$ cat config.mk
export PLATFORM = sky130hd
export DESIGN_NAME = sqrt_block_engine
export DESIGN_NICKNAME = d
export VERILOG_FILES = /design/src/rtl/sqrt_block_engine.sv
export SDC_FILE = /design/constraint.sdc
export NUM_CORES = 1
export LEC_CHECK = 0
export ABC_AREA = 1
export CAP_MARGIN = 25
export CORE_MARGIN = 5
export CORE_UTILIZATION = 53
export DETAILED_ROUTE_END_ITERATION = 8
export PLACE_DENSITY = 0.79
export REMOVE_ABC_BUFFERS = 1
export SYNTH_ARGS = -nofsm -noshare
export SYNTH_HDL_FRONTEND = slang
export SYNTH_SLANG_ARGS = --single-unit
$ cat constraint.sdc
create_clock -name CLK -period 2.3 [get_ports CLK]
set_clock_uncertainty 0.15 [all_clocks]
set_input_delay 0.46 -clock CLK [delete_from_list [all_inputs] [get_ports CLK]]
set_output_delay 0.46 -clock CLK [all_outputs]
set_load 0.03 [all_outputs]
$ cat src/rtl/sqrt_block_engine.sv
// sqrt_block_engine: walks a RAM window and writes floor(sqrt(x)) plus remainder per word
// Ports:
//   CLK, RST        clock (rising edge), asynchronous active-low reset
//   St              start request, accepted in IDLE only
//   BaseAddr, Len   job window: first address and word count (0..2**AW)
//   RdAddr, RdData  source RAM port, data valid one cycle after address
//   WrEn, WrAddr    result RAM write strobe and address
//   WrRoot, WrRem   floor(sqrt(x)) and x - root^2
//   Busy, Done      job in progress / one-cycle completion pulse
module sqrt_block_engine #(
    parameter int DW = 8,
    parameter int AW = 4
) (
    input  logic            CLK,
    input  logic            RST,
    input  logic            St,
    input  logic [AW-1:0]   BaseAddr,
    input  logic [AW:0]     Len,
    output logic [AW-1:0]   RdAddr,
    input  logic [DW-1:0]   RdData,
    output logic            WrEn,
    output logic [AW-1:0]   WrAddr,
    output logic [DW/2-1:0] WrRoot,
    output logic [DW/2:0]   WrRem,
    output logic            Busy,
    output logic            Done
);
    localparam int HW = DW / 2;
    localparam int RW = HW + 1;
    localparam int IW = $clog2(HW + 1);
    typedef enum logic [2:0] {IDLE, FETCH, LOAD, CALC, WRITE, DONE} state_t;
    state_t        state_q, state_d;
    logic [AW-1:0] addr_q, addr_d, rd_hold_q, rd_hold_d, wr_addr_q, wr_addr_d;
    logic [AW:0]   cnt_q, cnt_d;
    logic [DW-1:0] x_q, x_d;
    logic [RW-1:0] rem_q, rem_d, rem_nx, wr_rem_q, wr_rem_d;
    logic [HW-1:0] root_q, root_d, root_nx, wr_root_q, wr_root_d;
    logic [IW-1:0] it_q, it_d;
    logic [HW+2:0] rem_sh, trial;
    logic          ge;
    // rem never exceeds 2*root, so HW+1 bits hold it; the wider shifted
    // value is only needed transiently for the compare/subtract.
    always_comb begin
        rem_sh  = {rem_q, x_q[DW-1 -: 2]};
        trial   = {1'b0, root_q, 2'b01};
        ge      = rem_sh >= trial;
        rem_nx  = ge ? RW'(rem_sh - trial) : RW'(rem_sh);
        root_nx = (root_q << 1) | HW'(ge);
    end
    // An empty job still spends its FETCH cycle (Busy high) but issues no read.
    assign RdAddr = (state_q == FETCH && cnt_q != '0) ? addr_q : rd_hold_q;
    assign WrEn   = state_q == WRITE;
    assign WrAddr = wr_addr_q;
    assign WrRoot = wr_root_q;
    assign WrRem  = wr_rem_q;
    assign Busy   = state_q != IDLE && state_q != DONE;
    assign Done   = state_q == DONE;
    always_comb begin
        state_d   = state_q;
        addr_d    = addr_q;
        cnt_d     = cnt_q;
        x_d       = x_q;
        rem_d     = rem_q;
        root_d    = root_q;
        it_d      = it_q;
        rd_hold_d = rd_hold_q;
        wr_addr_d = wr_addr_q;
        wr_root_d = wr_root_q;
        wr_rem_d  = wr_rem_q;
        case (state_q)
            IDLE: if (St) begin
                addr_d  = BaseAddr;
                cnt_d   = Len;
                state_d = FETCH;
            end
            FETCH: begin
                rd_hold_d = RdAddr;
                state_d   = cnt_q == '0 ? DONE : LOAD;
            end
            LOAD: begin
                x_d     = RdData;
                rem_d   = '0;
                root_d  = '0;
                it_d    = '0;
                state_d = CALC;
            end
            CALC: begin
                rem_d  = rem_nx;
                root_d = root_nx;
                x_d    = x_q << 2;
                it_d   = it_q + 1'b1;
                if (it_q == IW'(HW - 1)) begin
                    wr_addr_d = addr_q;
                    wr_root_d = root_nx;
                    wr_rem_d  = rem_nx;
                    state_d   = WRITE;
                end
            end
            WRITE: begin
                addr_d  = addr_q + 1'b1;
                cnt_d   = cnt_q - 1'b1;
                state_d = cnt_q == 1 ? DONE : FETCH;
            end
            default: state_d = IDLE;
        endcase
    end
    always_ff @(posedge CLK or negedge RST) begin
        if (!RST) begin
            state_q   <= IDLE;
            addr_q    <= '0;
            cnt_q     <= '0;
            x_q       <= '0;
            rem_q     <= '0;
            root_q    <= '0;
            it_q      <= '0;
            rd_hold_q <= '0;
            wr_addr_q <= '0;
            wr_root_q <= '0;
            wr_rem_q  <= '0;
        end else begin
            state_q   <= state_d;
            addr_q    <= addr_d;
            cnt_q     <= cnt_d;
            x_q       <= x_d;
            rem_q     <= rem_d;
            root_q    <= root_d;
            it_q      <= it_d;
            rd_hold_q <= rd_hold_d;
            wr_addr_q <= wr_addr_d;
            wr_root_q <= wr_root_d;
            wr_rem_q  <= wr_rem_d;
        end
    end
endmodule

==> metrics.md, run 1 <==
| Metric | Value |
|---|---|
| Setup TNS | `0 ns` |
| Post-route ant nets | `0` |
| GPL Wtd Cong | `0.907` |
| Synth Area per Inst | `8.65 um^2` |
| Post-layout worst setup margin | `0.0808 ns` |
| Cell Pwr Density | `805 nW/um^2` |
| Mux contribution to synthesized area | `0` |
| Die W | `78.8 um` |
| Core area | `4660 um^2` |
| Crit path DAT | `1.61 ns` |
| Final hold slack | `-0.00819 ns` |
| Synthesized area | `2510 um^2` |
| Synth unique cells | `28` |
| CTS H-Tree Depth | `2` |
| Buffer depth of the longest clock path | `2` |
| P&R area growth vs syn | `26.8%` |
| Synth Area in Adders | `0.0549` |
| Status | `finished with violations` |
| Pre-CTS setup slack | `0.181 ns` |
| Via count | `2119` |
| F_max | `0.451 GHz` |
| Setup crit end kind | `output pin` |
| Max_cap viols | `0` |
| Yosys warnings | `0` |
| Clock-pin slew on the worst setup and hold paths | `0.09 ns` |
| Setup CP Type | `flip-flop to output pin` |
| Die Ht | `78.8 um` |
| Worst stage delay on the critical path | `0.40 ns` |
| Share of cells above drive strength 1 | `0.173` |
| Synthesized instance count | `290` |
| Hold Violations, Final | `18` |
| # IOs | `40` |
| Number of global-route vias before repair | `2034` |
| Simple-Gate Fraction of Synth Area | `0.234` |
| Largest family of logic cells by synthesized area | `simple AND/OR/NAND/NOR gates` |
| Relative slew margins | `0.625` |
| DRT iter0 DRCs | `115` |
| First-pass GRT wire length | `9420 um` |
| Die area | `6210 um^2` |
| Max FO, Critical Path | `7` |
| Lkg Pwr | `1.55 nW` |
| CTS sink count | `49` |
| Port Buffer Count | `39` |
| Drt first pass iters | `4` |
| DR vias/cell | `5.36` |
| Hold-fix buffers at CTS | `0` |
| Sequential fraction of the synthesis area | `0.489` |
| Worst setup SP type | `flip-flop` |
| Pin count of the biggest net entering global routing | `27` |
| Global route overflow | `0` |
| Failing checks | `hold timing` |
| Fin nets | `371` |
| Post-synth top area share | `0.489` |
| Xor and xnor fraction of the mapped netlist area | `0.0140` |
| Worst path slowest cell | `dfrtp_1` |
| Largest cells by area after synthesis | `dfrtp_1, nand2_1, ha_1, nand3_1, inv_1` |
| Yosys reg bits | `49` |
| Fin crit period | `2.22 ns` |
| Tightest Pin Transition | `0.562 ns` |
| RSZ-0062 raised after global routing | `yes` |
| Num CTS Buffers | `5` |
| HPWL after DPL | `3800 um` |
| Fin util | `0.682` |
| Final Slew Violations | `0` |
| Initial antenna violation count | `0` |
| Peak supply drop | `0.000502 V` |
| Setup violators final | `0` |
| Post-synthesis compound-gate area fraction | `0.136` |
| Global Route Usage Sum | `0.191` |
| Clk_lat worst skew | `0.30 ns` |
| Drt wl/cell | `14.1 um` |
| Worst-path cell chain | `inv_2, ha_4, nand3b_1, nand3_2, buf_8, nand2_2, o21ai_2, buf_6` |
| R2R depth | `10` |
| Total routed wirelength | `5570 um` |
| Initial core utilization | `0.538` |
| Inserted Diodes | `0` |
| TritonCTS clock tree | `built` |
| Fin crit share | `0.965` |
| Root buffer cell | `clkbuf_8` |
| Hold Crit Class | `input pin to async pin` |
| Drt drc | `0` |
| Worst Path Required | `1.69 ns` |
| Rows | `25` |
| Largest area contributor in the netlist | `dfrtp_1` |
area by class of cell:
class / count / area [um^2]
fillers: 359 / 1480
flip-flops and latches: 49 / 1230
repair buffers: 50 / 488
clock buffers: 7 / 86.3
well taps: 54 / 67.6
multi-input cells: 201 / 1150
inverters: 33 / 129
clock inverters: 1 / 30.0
kinds of logic after synthesis:
group                      Yosys count
and+or+nand+nor                    130
AOI/OAI and AO/OA                   56
DFF                                 49
buffers and inverters               40
adders and majority gates           11
xor gates and xnor gates             4
critical path, delay by kind of cell (launching register included):
kind	cells	cell delay, ns
AOI/OAI and AO/OA	1	0.06
buffers and inverters	3	0.37
DFF	1	0.40
and+or+nand+nor	3	0.31
adders and majority gates	1	0.15
placed cells by master, fill, tap and decap left out, types with 7 or more instances in the layout:
cell             instances
nand3_1                 25
o21ai_2                 12
ha_1                    10
o211ai_1                 7
o21ai_0                 14
buf_4                   10
dfrtp_1                 49
o22ai_1                  8
o21ai_1                  7
nand2_1                 73
nor2_1                  12
clkdlybuf4s50_1         31
inv_2                    7
a21oi_1                  7
inv_1                   24
metal layers:
layer / vias to the layer above / global-route usage / part of all wire
met2: 45 / 0.329 / 0.51
met4: 0 / 0.0542 / 0.014
met5: - / 0 / 0
li1: 1060 / - / -
met1: 1007 / 0.248 / 0.45
met3: 7 / 0.0317 / 0.028
state kept, by name, indices dropped and copies added (netlist names):
name / count
it_q: 3
WrRoot: 4
root_q: 4
WrRem: 5
rem_q: 5
state_q: 3
WrAddr: 4
cnt_q: 5
rd_hold_q: 4
x_q: 8
addr_q: 4
timing repair:
item / 4_1_cts / 5_1_grt
pin swaps: 0 / 2
setup endpoints to repair: 6 / 4
cloned: 1 / 0
gates resized for setup: 8 / 19
setup buffers: 2 / 4
stage by stage:
step	power [mW]	instances	hold WS (ns)	area, um^2
2_1_floorplan	1.62	283	0.0144	2450
3_3_place_gp	1.89	380	0.314	2940
3_5_place_dp	1.91	380	0.315	2940
4_1_cts	2.56	391	0.00569	3090
5_1_grt	2.71	395	0.0322	3180
6_report	2.56	395	-0.00819	3180
cells in the mapped netlist:
master / number
inv_4: 1
nand4_1: 1
dfrtp_1: 49
o22ai_1: 8
nor3_1: 3
nand2_2: 2
xor2_1: 3
a22o_1: 1
buf_6: 3
o21ai_0: 14
buf_4: 1
o21ai_2: 8
clkbuf_1: 1
o21ai_1: 11
nor2_1: 14
xnor2_1: 1
ha_1: 11
nand2_4: 1
buf_2: 2
inv_2: 6
inv_1: 26
nand2_1: 77
o211ai_1: 7
a21oi_1: 7
nand3b_1: 3
nand3_1: 26
nor2_2: 1
nor2_8: 2
report_power, final:
group	switching (mW)	internal, mW
sequential	0.0728	0.982
combinational	0.537	0.331
clock	0.283	0.355
total	0.893	1.67
path summary, 6_finish.rpt:
path	from	end	slack, ns
max	cnt_q[0]$_DFFE_PN0P_	RdAddr[1]	0.08
min	RST	x_q[1]$_DFFE_PN0P_	-0.008
max reg2reg	root_q[0]$_DFFE_PN0P_	WrRem[4]$_DFFE_PN0P_	0.24
min reg2reg	WrRem[3]$_DFFE_PN0P_	WrRem[3]$_DFFE_PN0P_	0.33
max in group asynchronous	RST	WrAddr[2]$_DFFE_PN0P_	1.47
min in group CLK	WrRem[3]$_DFFE_PN0P_	WrRem[3]$_DFFE_PN0P_	0.33
Power figures use the tool's default switching activity.
==> inputs of run 2 (changes only) <==
PLACE_DENSITY = 0.86   (was 0.79)
==> run 2 against run 1 <==
Compared with the run above: the run now ends clean; via count up 1.8%; clock power down 17%; setup slack worse by 0.075 ns; critical path depth down 4; routed wire length up 2.6%; sequential share of layout area up 0.97 points; final cell count down 0.25%; count of clock-buffer cells in the layout down 2; total power down 5.8%; global-route usage about the same; critical endpoint is now Busy; highest routed layer unchanged.
==> metrics.md, run 2 (synthesis gave the netlist of run 1 again) <==
| Metric | Value |
|---|---|
| Post-layout worst setup margin | `0.00625 ns` |
| Initial antenna violation count | `0` |
| Worst Path Required | `1.69 ns` |
| Global Route Usage Sum | `0.191` |
| Tightest Pin Transition | `0.414 ns` |
| Clk_lat worst skew | `0.31 ns` |
| Clock-pin slew on the worst setup and hold paths | `0.10 ns` |
| TritonCTS clock tree | `built` |
| Drt wl/cell | `14.5 um` |
| Peak supply drop | `0.000438 V` |
| # IOs | `40` |
| Setup violators final | `0` |
| Fin crit period | `2.29 ns` |
| Port Buffer Count | `39` |
| Hold Violations, Final | `0` |
| Initial core utilization | `0.538` |
| Cell Pwr Density | `777 nW/um^2` |
| Area after DPL | `2920 um^2` |
| P&R area growth vs syn | `23.8%` |
| Rows | `25` |
| Fin crit share | `0.997` |
| Die area | `6210 um^2` |
| Inserted Diodes | `0` |
| CTS sink count | `49` |
| Commonest non-fill, non-tap cells in the layout | `nand2_1, dfrtp_1, clkdlybuf4s50_1` |
| Lkg Pwr | `1.51 nW` |
| Drt drc | `0` |
| Worst setup SP type | `flip-flop` |
| Number of global-route vias before repair | `2086` |
| Max_cap viols | `0` |
| Pre-CTS setup slack | `0.0949 ns` |
| Setup crit end kind | `output pin` |
| DR vias/cell | `5.48` |
| GPL Wtd Cong | `0.894` |
| Reg with most FFs | `x_q` |
| Global route overflow | `0` |
| Most common cell after layout, fill and taps aside | `nand2_1` |
| Post-route ant nets | `0` |
| Die Ht | `78.8 um` |
| CTS H-Tree Depth | `2` |
| Hold Path Depth | `2` |
| Die W | `78.8 um` |
| Fin nets | `370` |
| Core area | `4660 um^2` |
| Total routed wirelength | `5720 um` |
| Max FFs per register | `8` |
| HPWL after DPL | `4060 um` |
| Buffer depth of the longest clock path | `2` |
| Hold Crit Class | `flip-flop to flip-flop` |
| Pin count of the biggest net entering global routing | `22` |
| Fin area | `3100 um^2` |
| DRT iter0 DRCs | `169` |
| R2R depth | `10` |
| Status | `finished, final reports clean` |
| Setup CP Type | `flip-flop to output pin` |
| Drt first pass iters | `4` |
| R2R setup slack | `0.27 ns` |
| Num CTS Buffers | `5` |
| Via count | `2158` |
| F_max | `0.436 GHz` |
| Relative slew margins | `0.723` |
| First-pass GRT wire length | `9380 um` |
| Share of cells above drive strength 1 | `0.153` |
| Max FO, Critical Path | `8` |
| Final Slew Violations | `0` |
| Crit path DAT | `1.68 ns` |
| Root buffer cell | `clkbuf_8` |
## run 2: cell type report
| type | instances | area (um^2) |
|---|---|---|
| Clock buffer | 5 | 68.8 |
| Clock inverter | 3 | 25.0 |
| Fill cell | 381 | 1560 |
| Inverter | 33 | 129 |
| Multi-Input combinational cell | 201 | 1130 |
| Sequential cell | 49 | 1230 |
| Tap cell | 54 | 67.6 |
| Timing Repair Buffer | 49 | 452 |
## run 2: path summary, 6_finish.rpt
kind | from | endpoint
max in group asynchronous | RST | WrRem[0]$_DFFE_PN0P_
worst min register to register | WrRem[4]$_DFFE_PN0P_ | WrRem[4]$_DFFE_PN0P_
worst max register to register | root_q[0]$_DFFE_PN0P_ | WrRem[4]$_DFFE_PN0P_
min in group asynchronous | RST | state_q[0]$_DFFE_PN0P_
worst min-delay path | WrRem[4]$_DFFE_PN0P_ | WrRem[4]$_DFFE_PN0P_
worst max-delay path | state_q[2]$_DFFE_PN0P_ | Busy
## run 2: stage by stage
step | hold WS [ns] | std cells | utilization | setup TNS (ns) | power, mW
finish | 0.332 | 394 | 0.666 | 0 | 2.41
global route | 0.358 | 394 | 0.666 | -0.350 | 2.57
CTS | 0.338 | 389 | 0.654 | 0 | 2.43
detailed placement | 0.259 | 380 | 0.627 | 0 | 1.90
global placement | 0.256 | 380 | 0.627 | 0 | 1.87
floorplan | 0.0144 | 283 | - | 0 | 1.62
## run 2: repair_timing
action                                  4_1_cts  5_1_grt
endpoints found under the setup margin        6        7
pin swaps                                     0        1
setup buffers                                 0        5
hold endpoints to repair                     16        0
resized for setup                             7       10
cloned                                        0        0
hold buffers                                  1        0
## run 2: routing by layer
layer | global-route usage | share of wire | wire length, um | vias up
met1 | 0.240 | 0.43 | 2460 | 1002
met5 | 0 | 0 | 0 | -
met3 | 0.0306 | 0.050 | 286 | 19
met4 | 0.0822 | 0.035 | 203 | 0
li1 | - | - | - | 1055
met2 | 0.324 | 0.48 | 2770 | 82
## run 2: critical path, stage by stage, from the launching register on
cell and delay [ns]:
dfrtp_1 0.43, inv_2 0.20, nor3_2 0.10, a21oi_1 0.21, dlygate4sd2_1 0.43
## run 2: power breakdown
part	total, mW	internal, mW	switching, mW
Clock	0.527	0.220	0.307
Combinational	0.826	0.329	0.497
Sequential	1.06	0.983	0.0768
Total	2.41	1.53	0.881
==> inputs of run 3 (changes only) <==
ABC_CLOCK_PERIOD_IN_PS = 2300   (was default)
CTS_CLUSTER_DIAMETER = 50   (was default)
==> results of run 3 <==
No change in the layout: final DEF, timing and power equal those of run 2.
